--- src/rtl/sdram_arb_pkg.sv ---
// Shared types for the two-master SDRAM arbiter: FSM encoding and read-ID type.
package sdram_arb_pkg;

  typedef logic [1:0] state_t;

  localparam state_t ST_IDLE = 2'd0;
  localparam state_t ST_GNT0 = 2'd1;
  localparam state_t ST_GNT1 = 2'd2;

  typedef logic mid_t;

  localparam mid_t M0_ID = 1'b0;
  localparam mid_t M1_ID = 1'b1;

  function automatic state_t gnt_state(input mid_t id);
    return (id == M1_ID) ? ST_GNT1 : ST_GNT0;
  endfunction

endpackage

--- src/rtl/sdram_arbiter_2m_if.sv ---
// Avalon-MM port bundle; used for both master-facing ports and the slave-facing port.
interface sdram_arbiter_2m_if #(
  parameter int unsigned ADDR_W = 32,
  parameter int unsigned DATA_W = 16
);

  logic [ADDR_W-1:0]   address;
  logic                read_n;
  logic                write_n;
  logic [DATA_W-1:0]   writedata;
  logic [DATA_W/8-1:0] byteenable;
  logic                waitrequest;
  logic [DATA_W-1:0]   readdata;
  logic                readdatavalid;

  modport master (
    output address, read_n, write_n, writedata, byteenable,
    input  waitrequest, readdata, readdatavalid
  );

  modport slave (
    input  address, read_n, write_n, writedata, byteenable,
    output waitrequest, readdata, readdatavalid
  );

endinterface

--- src/rtl/sdram_rd_id_fifo.sv ---
// Synchronous FIFO of master IDs for outstanding reads; front ID steers returning data.
module sdram_rd_id_fifo
  import sdram_arb_pkg::*;
#(
  parameter int unsigned DEPTH = 8
) (
  input  logic clk,
  input  logic reset_n,
  input  logic push,
  input  logic pop,
  input  mid_t din,
  output mid_t front,
  output logic full,
  output logic empty
);

  localparam int unsigned PW = $clog2(DEPTH);

  logic [PW-1:0] wr_ptr_q, rd_ptr_q;
  logic [PW:0]   count_q;
  mid_t          mem_q [DEPTH];
  logic          do_push, do_pop;

  assign full    = (count_q == (PW+1)'(DEPTH));
  assign empty   = (count_q == '0);
  assign do_push = push & ~full;
  assign do_pop  = pop & ~empty;
  assign front   = mem_q[rd_ptr_q];

  always_ff @(posedge clk) begin
    if (!reset_n) begin
      wr_ptr_q <= '0;
      rd_ptr_q <= '0;
      count_q  <= '0;
    end else begin
      if (do_push) begin
        mem_q[wr_ptr_q] <= din;
        wr_ptr_q        <= wr_ptr_q + PW'(1);
      end
      if (do_pop) rd_ptr_q <= rd_ptr_q + PW'(1);
      count_q <= count_q + (PW+1)'(do_push) - (PW+1)'(do_pop);
    end
  end

endmodule

--- src/rtl/sdram_arbiter_2m.sv ---
// Two-master Avalon-MM arbiter onto one SDRAM slave with read-ID return routing.
// Define PRIORITY_M0_EN for fixed m0 priority instead of round-robin.
module sdram_arbiter_2m
  import sdram_arb_pkg::*;
#(
  parameter int unsigned ADDR_W          = 32,
  parameter int unsigned DATA_W          = 16,
  parameter int unsigned MAX_OUTSTANDING = 8
) (
  input  logic                clk,
  input  logic                reset_n,
  sdram_arbiter_2m_if.slave   m0,
  sdram_arbiter_2m_if.slave   m1,
  sdram_arbiter_2m_if.master  s,
  output logic                s_chipselect,
  output logic                err_orphan
);

  state_t              state_q, state_d;
  logic                err_orphan_q;
  logic                req0, req1;
  logic                gnt_active;
  mid_t                sel;
  logic [ADDR_W-1:0]   addr_mux;
  logic [DATA_W-1:0]   wdata_mux;
  logic [DATA_W/8-1:0] be_mux;
  logic                rd_n_mux, wr_n_mux;
  logic                rd_cmd, wr_cmd, rd_block, accept, push, pop;
  logic                fifo_full, fifo_empty;
  mid_t                fifo_front;

  assign req0       = ~m0.read_n | ~m0.write_n;
  assign req1       = ~m1.read_n | ~m1.write_n;
  assign gnt_active = (state_q == ST_GNT0) | (state_q == ST_GNT1);
  assign sel        = (state_q == ST_GNT1) ? M1_ID : M0_ID;

  always_comb begin
    if (sel == M1_ID) begin
      addr_mux  = m1.address;
      wdata_mux = m1.writedata;
      be_mux    = m1.byteenable;
      rd_n_mux  = m1.read_n;
      wr_n_mux  = m1.write_n;
    end else begin
      addr_mux  = m0.address;
      wdata_mux = m0.writedata;
      be_mux    = m0.byteenable;
      rd_n_mux  = m0.read_n;
      wr_n_mux  = m0.write_n;
    end
  end

  // Read and write both asserted is treated as a read.
  assign rd_cmd   = gnt_active & ~rd_n_mux;
  assign wr_cmd   = gnt_active & rd_n_mux & ~wr_n_mux;
  assign rd_block = rd_cmd & fifo_full;
  assign accept   = gnt_active & ~s.waitrequest & ~rd_block;
  assign push     = accept & rd_cmd;
  assign pop      = s.readdatavalid & ~fifo_empty;

  sdram_rd_id_fifo #(
    .DEPTH (MAX_OUTSTANDING)
  ) u_rd_id_fifo (
    .clk     (clk),
    .reset_n (reset_n),
    .push    (push),
    .pop     (pop),
    .din     (sel),
    .front   (fifo_front),
    .full    (fifo_full),
    .empty   (fifo_empty)
  );

`ifdef PRIORITY_M0_EN
  mid_t tie_winner;
  assign tie_winner = M0_ID;
`else
  mid_t last_gnt_q, tie_winner;
  assign tie_winner = ~last_gnt_q;

  always_ff @(posedge clk) begin
    if (!reset_n)    last_gnt_q <= M1_ID;
    else if (accept) last_gnt_q <= sel;
  end
`endif

  always_comb begin
    state_d = state_q;
    case (state_q)
      ST_IDLE: begin
        if (req0 && req1) state_d = gnt_state(tie_winner);
        else if (req0)    state_d = ST_GNT0;
        else if (req1)    state_d = ST_GNT1;
      end
      ST_GNT0, ST_GNT1: begin
        if (accept) state_d = ST_IDLE;
      end
      default: state_d = ST_IDLE;
    endcase
  end

  always_ff @(posedge clk) begin
    if (!reset_n) begin
      state_q      <= ST_IDLE;
      err_orphan_q <= 1'b0;
    end else begin
      state_q <= state_d;
      if (s.readdatavalid && fifo_empty) err_orphan_q <= 1'b1;
    end
  end

  // Reset is synchronous, so outputs are gated directly to stay quiet during the reset cycle.
  assign s.address        = addr_mux;
  assign s.writedata      = wdata_mux;
  assign s.byteenable     = be_mux;
  assign s.read_n         = ~(reset_n & rd_cmd & ~fifo_full);
  assign s.write_n        = ~(reset_n & wr_cmd);
  assign s_chipselect     = reset_n & gnt_active;

  assign m0.waitrequest   = ~(reset_n & accept & (state_q == ST_GNT0));
  assign m1.waitrequest   = ~(reset_n & accept & (state_q == ST_GNT1));
  assign m0.readdata      = s.readdata;
  assign m1.readdata      = s.readdata;
  assign m0.readdatavalid = reset_n & pop & (fifo_front == M0_ID);
  assign m1.readdatavalid = reset_n & pop & (fifo_front == M1_ID);

  assign err_orphan       = err_orphan_q;

endmodule
--- src/flat_wrapper.sv ---
// flat-port wrapper written by rule: the top's interface ports become plain ports
module sdram_arbiter_2m_flat import sdram_arb_pkg::*;
#(
  parameter int unsigned ADDR_W          = 32,
  parameter int unsigned DATA_W          = 16,
  parameter int unsigned MAX_OUTSTANDING = 8
)
  (clk, reset_n, s_chipselect, err_orphan, m0_address, m0_read_n, m0_write_n, m0_writedata, m0_byteenable, m0_waitrequest, m0_readdata, m0_readdatavalid, m1_address, m1_read_n, m1_write_n, m1_writedata, m1_byteenable, m1_waitrequest, m1_readdata, m1_readdatavalid, s_address, s_read_n, s_write_n, s_writedata, s_byteenable, s_waitrequest, s_readdata, s_readdatavalid);
  sdram_arbiter_2m_if #(.ADDR_W(ADDR_W), .DATA_W(DATA_W)) m0_i ();
  sdram_arbiter_2m_if #(.ADDR_W(ADDR_W), .DATA_W(DATA_W)) m1_i ();
  sdram_arbiter_2m_if #(.ADDR_W(ADDR_W), .DATA_W(DATA_W)) s_i ();
  input  logic clk;
  input  logic reset_n;
  output logic s_chipselect;
  output logic err_orphan;
  input wire logic [$bits(m0_i.address)-1:0] m0_address;
  input wire logic [$bits(m0_i.read_n)-1:0] m0_read_n;
  input wire logic [$bits(m0_i.write_n)-1:0] m0_write_n;
  input wire logic [$bits(m0_i.writedata)-1:0] m0_writedata;
  input wire logic [$bits(m0_i.byteenable)-1:0] m0_byteenable;
  output wire logic [$bits(m0_i.waitrequest)-1:0] m0_waitrequest;
  output wire logic [$bits(m0_i.readdata)-1:0] m0_readdata;
  output wire logic [$bits(m0_i.readdatavalid)-1:0] m0_readdatavalid;
  input wire logic [$bits(m1_i.address)-1:0] m1_address;
  input wire logic [$bits(m1_i.read_n)-1:0] m1_read_n;
  input wire logic [$bits(m1_i.write_n)-1:0] m1_write_n;
  input wire logic [$bits(m1_i.writedata)-1:0] m1_writedata;
  input wire logic [$bits(m1_i.byteenable)-1:0] m1_byteenable;
  output wire logic [$bits(m1_i.waitrequest)-1:0] m1_waitrequest;
  output wire logic [$bits(m1_i.readdata)-1:0] m1_readdata;
  output wire logic [$bits(m1_i.readdatavalid)-1:0] m1_readdatavalid;
  output wire logic [$bits(s_i.address)-1:0] s_address;
  output wire logic [$bits(s_i.read_n)-1:0] s_read_n;
  output wire logic [$bits(s_i.write_n)-1:0] s_write_n;
  output wire logic [$bits(s_i.writedata)-1:0] s_writedata;
  output wire logic [$bits(s_i.byteenable)-1:0] s_byteenable;
  input wire logic [$bits(s_i.waitrequest)-1:0] s_waitrequest;
  input wire logic [$bits(s_i.readdata)-1:0] s_readdata;
  input wire logic [$bits(s_i.readdatavalid)-1:0] s_readdatavalid;
  assign m0_i.address = m0_address;
  assign m0_i.read_n = m0_read_n;
  assign m0_i.write_n = m0_write_n;
  assign m0_i.writedata = m0_writedata;
  assign m0_i.byteenable = m0_byteenable;
  assign m0_waitrequest = m0_i.waitrequest;
  assign m0_readdata = m0_i.readdata;
  assign m0_readdatavalid = m0_i.readdatavalid;
  assign m1_i.address = m1_address;
  assign m1_i.read_n = m1_read_n;
  assign m1_i.write_n = m1_write_n;
  assign m1_i.writedata = m1_writedata;
  assign m1_i.byteenable = m1_byteenable;
  assign m1_waitrequest = m1_i.waitrequest;
  assign m1_readdata = m1_i.readdata;
  assign m1_readdatavalid = m1_i.readdatavalid;
  assign s_address = s_i.address;
  assign s_read_n = s_i.read_n;
  assign s_write_n = s_i.write_n;
  assign s_writedata = s_i.writedata;
  assign s_byteenable = s_i.byteenable;
  assign s_i.waitrequest = s_waitrequest;
  assign s_i.readdata = s_readdata;
  assign s_i.readdatavalid = s_readdatavalid;
  sdram_arbiter_2m #(.ADDR_W(ADDR_W), .DATA_W(DATA_W), .MAX_OUTSTANDING(MAX_OUTSTANDING)) u_core (.clk(clk), .reset_n(reset_n), .m0(m0_i), .m1(m1_i), .s(s_i), .s_chipselect(s_chipselect), .err_orphan(err_orphan));
endmodule
--- config.mk ---
export PLATFORM = sky130hd
export DESIGN_NAME = sdram_arbiter_2m_flat
export DESIGN_NICKNAME = d
export VERILOG_FILES = /design/src/rtl/sdram_arb_pkg.sv /design/src/rtl/sdram_arbiter_2m_if.sv /design/src/rtl/sdram_rd_id_fifo.sv /design/src/rtl/sdram_arbiter_2m.sv /design/src/flat_wrapper.sv
export SDC_FILE = /design/constraint.sdc
export NUM_CORES = 1
export LEC_CHECK = 0
export CORE_AREA = 2 2 83 85
export CTS_CLUSTER_SIZE = 16
export DETAILED_ROUTE_END_ITERATION = 7
export DIE_AREA = 0 0 85 87
export DONT_BUFFER_PORTS = 1
export SYNTH_ARGS = -nofsm -noshare
export SYNTH_HDL_FRONTEND = slang
export SYNTH_SLANG_ARGS = --single-unit
--- constraint.sdc ---
create_clock -name clk -period 3 [get_ports clk]
set_clock_uncertainty 0.2 [all_clocks]
set_input_delay 0.3 -clock clk [delete_from_list [all_inputs] [get_ports clk]]
set_output_delay 0.3 -clock clk [all_outputs]
set_load 0.02 [all_outputs]
==> results.sh <==
export IMPL_synth_area_leaders="mux2_2, dfxtp_1, buf_4, edfxtp_1, ha_1"
export IMPL_cp_data_arrival_time_ps=2790
export IMPL_rsz0062_at_grt="false"
export IMPL_met1_usage_pct=18.6
export IMPL_max_slew_worst_pin_slew_ps=512
export IMPL_track_usage_pct=16.8
export IMPL_drive_gt1_share_pct=34.8
export IMPL_synth_seq_cells=25
export IMPL_path_buf_inv=4
export IMPL_synth_top_cell_by_area="mux2_2"
export IMPL_cp_end_kind="register"
export IMPL_vias=1386
export IMPL_final_setup_tns_ps=0
export IMPL_status="finished, final reports clean"
export IMPL_crit_type="register to register"
export IMPL_cts_tree="done"
export IMPL_die_w_um=85
export IMPL_drt_iter0_markers=43
export IMPL_core_area_um2=6570
export IMPL_area_growth_pct=-4.92
export IMPL_power_density_nw_per_um2=699
export IMPL_start_util_pct=32.5
export IMPL_die_y_um=87
export IMPL_grt_pass1_vias=1266
export IMPL_async_reset_ff_share_pct=0
export IMPL_start_kind="register"
export IMPL_dr_pass1_iters=4
export IMPL_grt_pass1_wl_um=8710
export IMPL_yosysSeqAreaShare_pct=27.2
export IMPL_htreeDepth=1
export IMPL_antenna_cells=0
export IMPL_ys_types=35
export IMPL_worst_path_most_repeated_cell="inv_1"
export IMPL_cts_num_sinks=25
export IMPL_met3_usage_pct=16.6
export IMPL_final_cell_area_um2=2030
export IMPL_cts_buffer_depth=2
export IMPL_max_stage_delay_ps=390
export IMPL_syn_nets=348
export IMPL_syn_cell_area_um2=2140
export IMPL_crit_fanout=6
export IMPL_postSynthAreaPerCell_um2=10.1
export IMPL_die_area_um2=7400
export IMPL_met2_usage_pct=24.0
export IMPL_seqCellArea_um2=581
export IMPL_io_pins=214
export IMPL_ir_drop_mv=0.349
export IMPL_slew_violations=0
export IMPL_hpwl_um=5890
export IMPL_setup_viol_count_final=0
export IMPL_drt_wl_total_um=6840
export IMPL_crit_required_ps=2970
export IMPL_critical_path_top_delay_family="adder cells"
export IMPL_fill_cells=684
export IMPL_leakage_nw=0.711
export IMPL_grt_max_degree=64
export IMPL_period_share_pct=93.9
export IMPL_clk_latency_ps=270
export IMPL_place_gp_congestion=0.782
export IMPL_syn_inst=212
export IMPL_fin_nets=315
export IMPL_overflow=0
export IMPL_multi_input_area_um2=1240
export IMPL_synth_ff_type="dfxtp_1"
export IMPL_io_buffers=0
export IMPL_grt_antenna_before_repair=0
export IMPL_worstHoldPathType="primary input to register"
export IMPL_synth_edf_count=8
export IMPL_ys_warnings_count=0
export IMPL_maxCapViolations=0
export IMPL_clk_pin_slew_ps=90
export IMPL_slowest_stage="fa_1"
export IMPL_numCtsBuffers=3
export IMPL_fin_crit_ps=2820
export IMPL_crit_chain="inv_1 > ha_2 > mux2_4 > a211oi_4 > inv_1 > ha_1 > inv_1 > ha_1 > inv_1 > fa_1 > xnor2_1 > and2_1"
export IMPL_placed_area_um2=1970
export IMPL_yosysTopAreaCellShare_pct=26.3
export IMPL_postRouteAntennaNets=0
export IMPL_routedWlPerCell_um=26.5
export IMPL_maxSlewHeadroom_pct=65.9
export IMPL_max_freq_mhz=355
export IMPL_finalHoldViolCount=0
export IMPL_via_per_inst=5.37
export IMPL_placementRows=30
export IMPL_gr_max_usage_layer="met2"
export IMPL_cts_root_buf="clkbuf_8"
export IMPL_drc=0
[per-layer routing]
metal	wire, um	share of wire (%)	vias to the layer above
met3	1430	21	4
met1	2410	35	631
met5	0	0	-
li1	-	-	643
met2	2980	44	108
met4	19	0.28	0
[final cells by class]
type	instances	share of cell area, %
Clock buffer	3	2.03
Clock inverter	1	0.369
Inverter	12	2.22
Multi-Input combinational cell	135	60.8
Sequential cell	25	28.6
Tap cell	80	4.93
Timing Repair Buffer	2	1.05
[Yosys cell counts (4+ instances only)]
| cell | instances |
|---|---|
| buf_2 | 6 |
| inv_1 | 12 |
| nand2_1 | 11 |
| nand3_1 | 4 |
| nor2b_1 | 4 |
| nor2_1 | 4 |
| buf_4 | 32 |
| and2_1 | 8 |
| mux2_2 | 50 |
| nor3_1 | 6 |
| nand2b_1 | 4 |
| ha_1 | 11 |
| mux2i_1 | 8 |
| dfxtp_1 | 17 |
| edfxtp_1 | 8 |
[cell usage in the layout (no fill, tap or decap), types with 2 or more instances in the layout]
| cell | synthesis | final |
|---|---|---|
| xnor2_1 | 2 | 2 |
| mux2_2 | 50 | 50 |
| a21oi_1 | 2 | 2 |
| dfxtp_1 | 17 | 17 |
| mux2i_1 | 8 | 8 |
| nor3_1 | 6 | 6 |
| nand2_1 | 11 | 11 |
| clkbuf_8 | 0 | 3 |
| ha_1 | 11 | 10 |
| nor2_1 | 4 | 4 |
| mux4_2 | 2 | 2 |
| a31oi_1 | 3 | 3 |
| nand3_1 | 4 | 4 |
| nor2b_1 | 4 | 4 |
| edfxtp_1 | 8 | 8 |
| xor2_1 | 2 | 2 |
| inv_1 | 12 | 12 |
| and2_1 | 8 | 8 |
| nand2b_1 | 4 | 4 |
[per-stage QoR]
step | worst slack, ps | utilization (%) | hold slack (ps) | total power, mW | std cells
2_1_floorplan | 241 | - | 255 | 1.16 | 212
3_3_place_gp | 271 | 30.0 | 170 | 1.21 | 253
3_5_place_dp | 179 | 30.0 | 169 | 1.23 | 253
4_1_cts | 168 | 30.9 | 12.5 | 1.44 | 258
5_1_grt | 21.0 | 30.9 | 33.6 | 1.54 | 258
6_report | 184 | 30.9 | 21.9 | 1.42 | 258
[power breakdown]
part / switching, mW / total [mW] / internal, mW / leakage [nW]
registers: 0.0532 / 0.467 / 0.414 / 0.213
logic: 0.448 / 0.748 / 0.300 / 0.476
clock network: 0.110 / 0.205 / 0.0942 / 0.0217
[cell families (layout without fill, tap and decap cells)]
group / Yosys count / in the layout / share of synthesized area, %
multiplexers: 61 / 61 / 32.9
adder cells (fa/ha/maj): 12 / 12 / 7.38
AND/OR/NAND/NOR: 44 / 44 / 10.5
flip-flops: 25 / 25 / 27.2
buffers and inverters: 52 / 18 / 15.1
XOR/XNOR: 4 / 4 / 1.64
AO/OA/AOI/OAI: 14 / 14 / 5.27
[timing repair]
| item | 4_1_cts | 5_1_grt |
|---|---|---|
| buffers inserted | 0 | 0 |
| gates resized for setup | 0 | 1 |
| endpoints found under the setup margin | 0 | 1 |
| hold endpoints to repair | 16 | 0 |
| hold buffers | 1 | 0 |
[path summary, 6_finish.rpt]
check / startpoint / to / slack (ps) / depth (start not counted)
worst max-delay path: u_core.state_q[0] / u_core.u_rd_id_fifo.count_q[2] / 180 / 12
worst min-delay path: reset_n / u_core.state_q[0] / 20 / 2
worst max register to register: u_core.state_q[0] / u_core.u_rd_id_fifo.count_q[2] / 180 / 12
worst min register to register: u_core.state_q[1] / u_core.state_q[1] / 300 / 2
No activity file was read; power rests on OpenSTA's default activity.
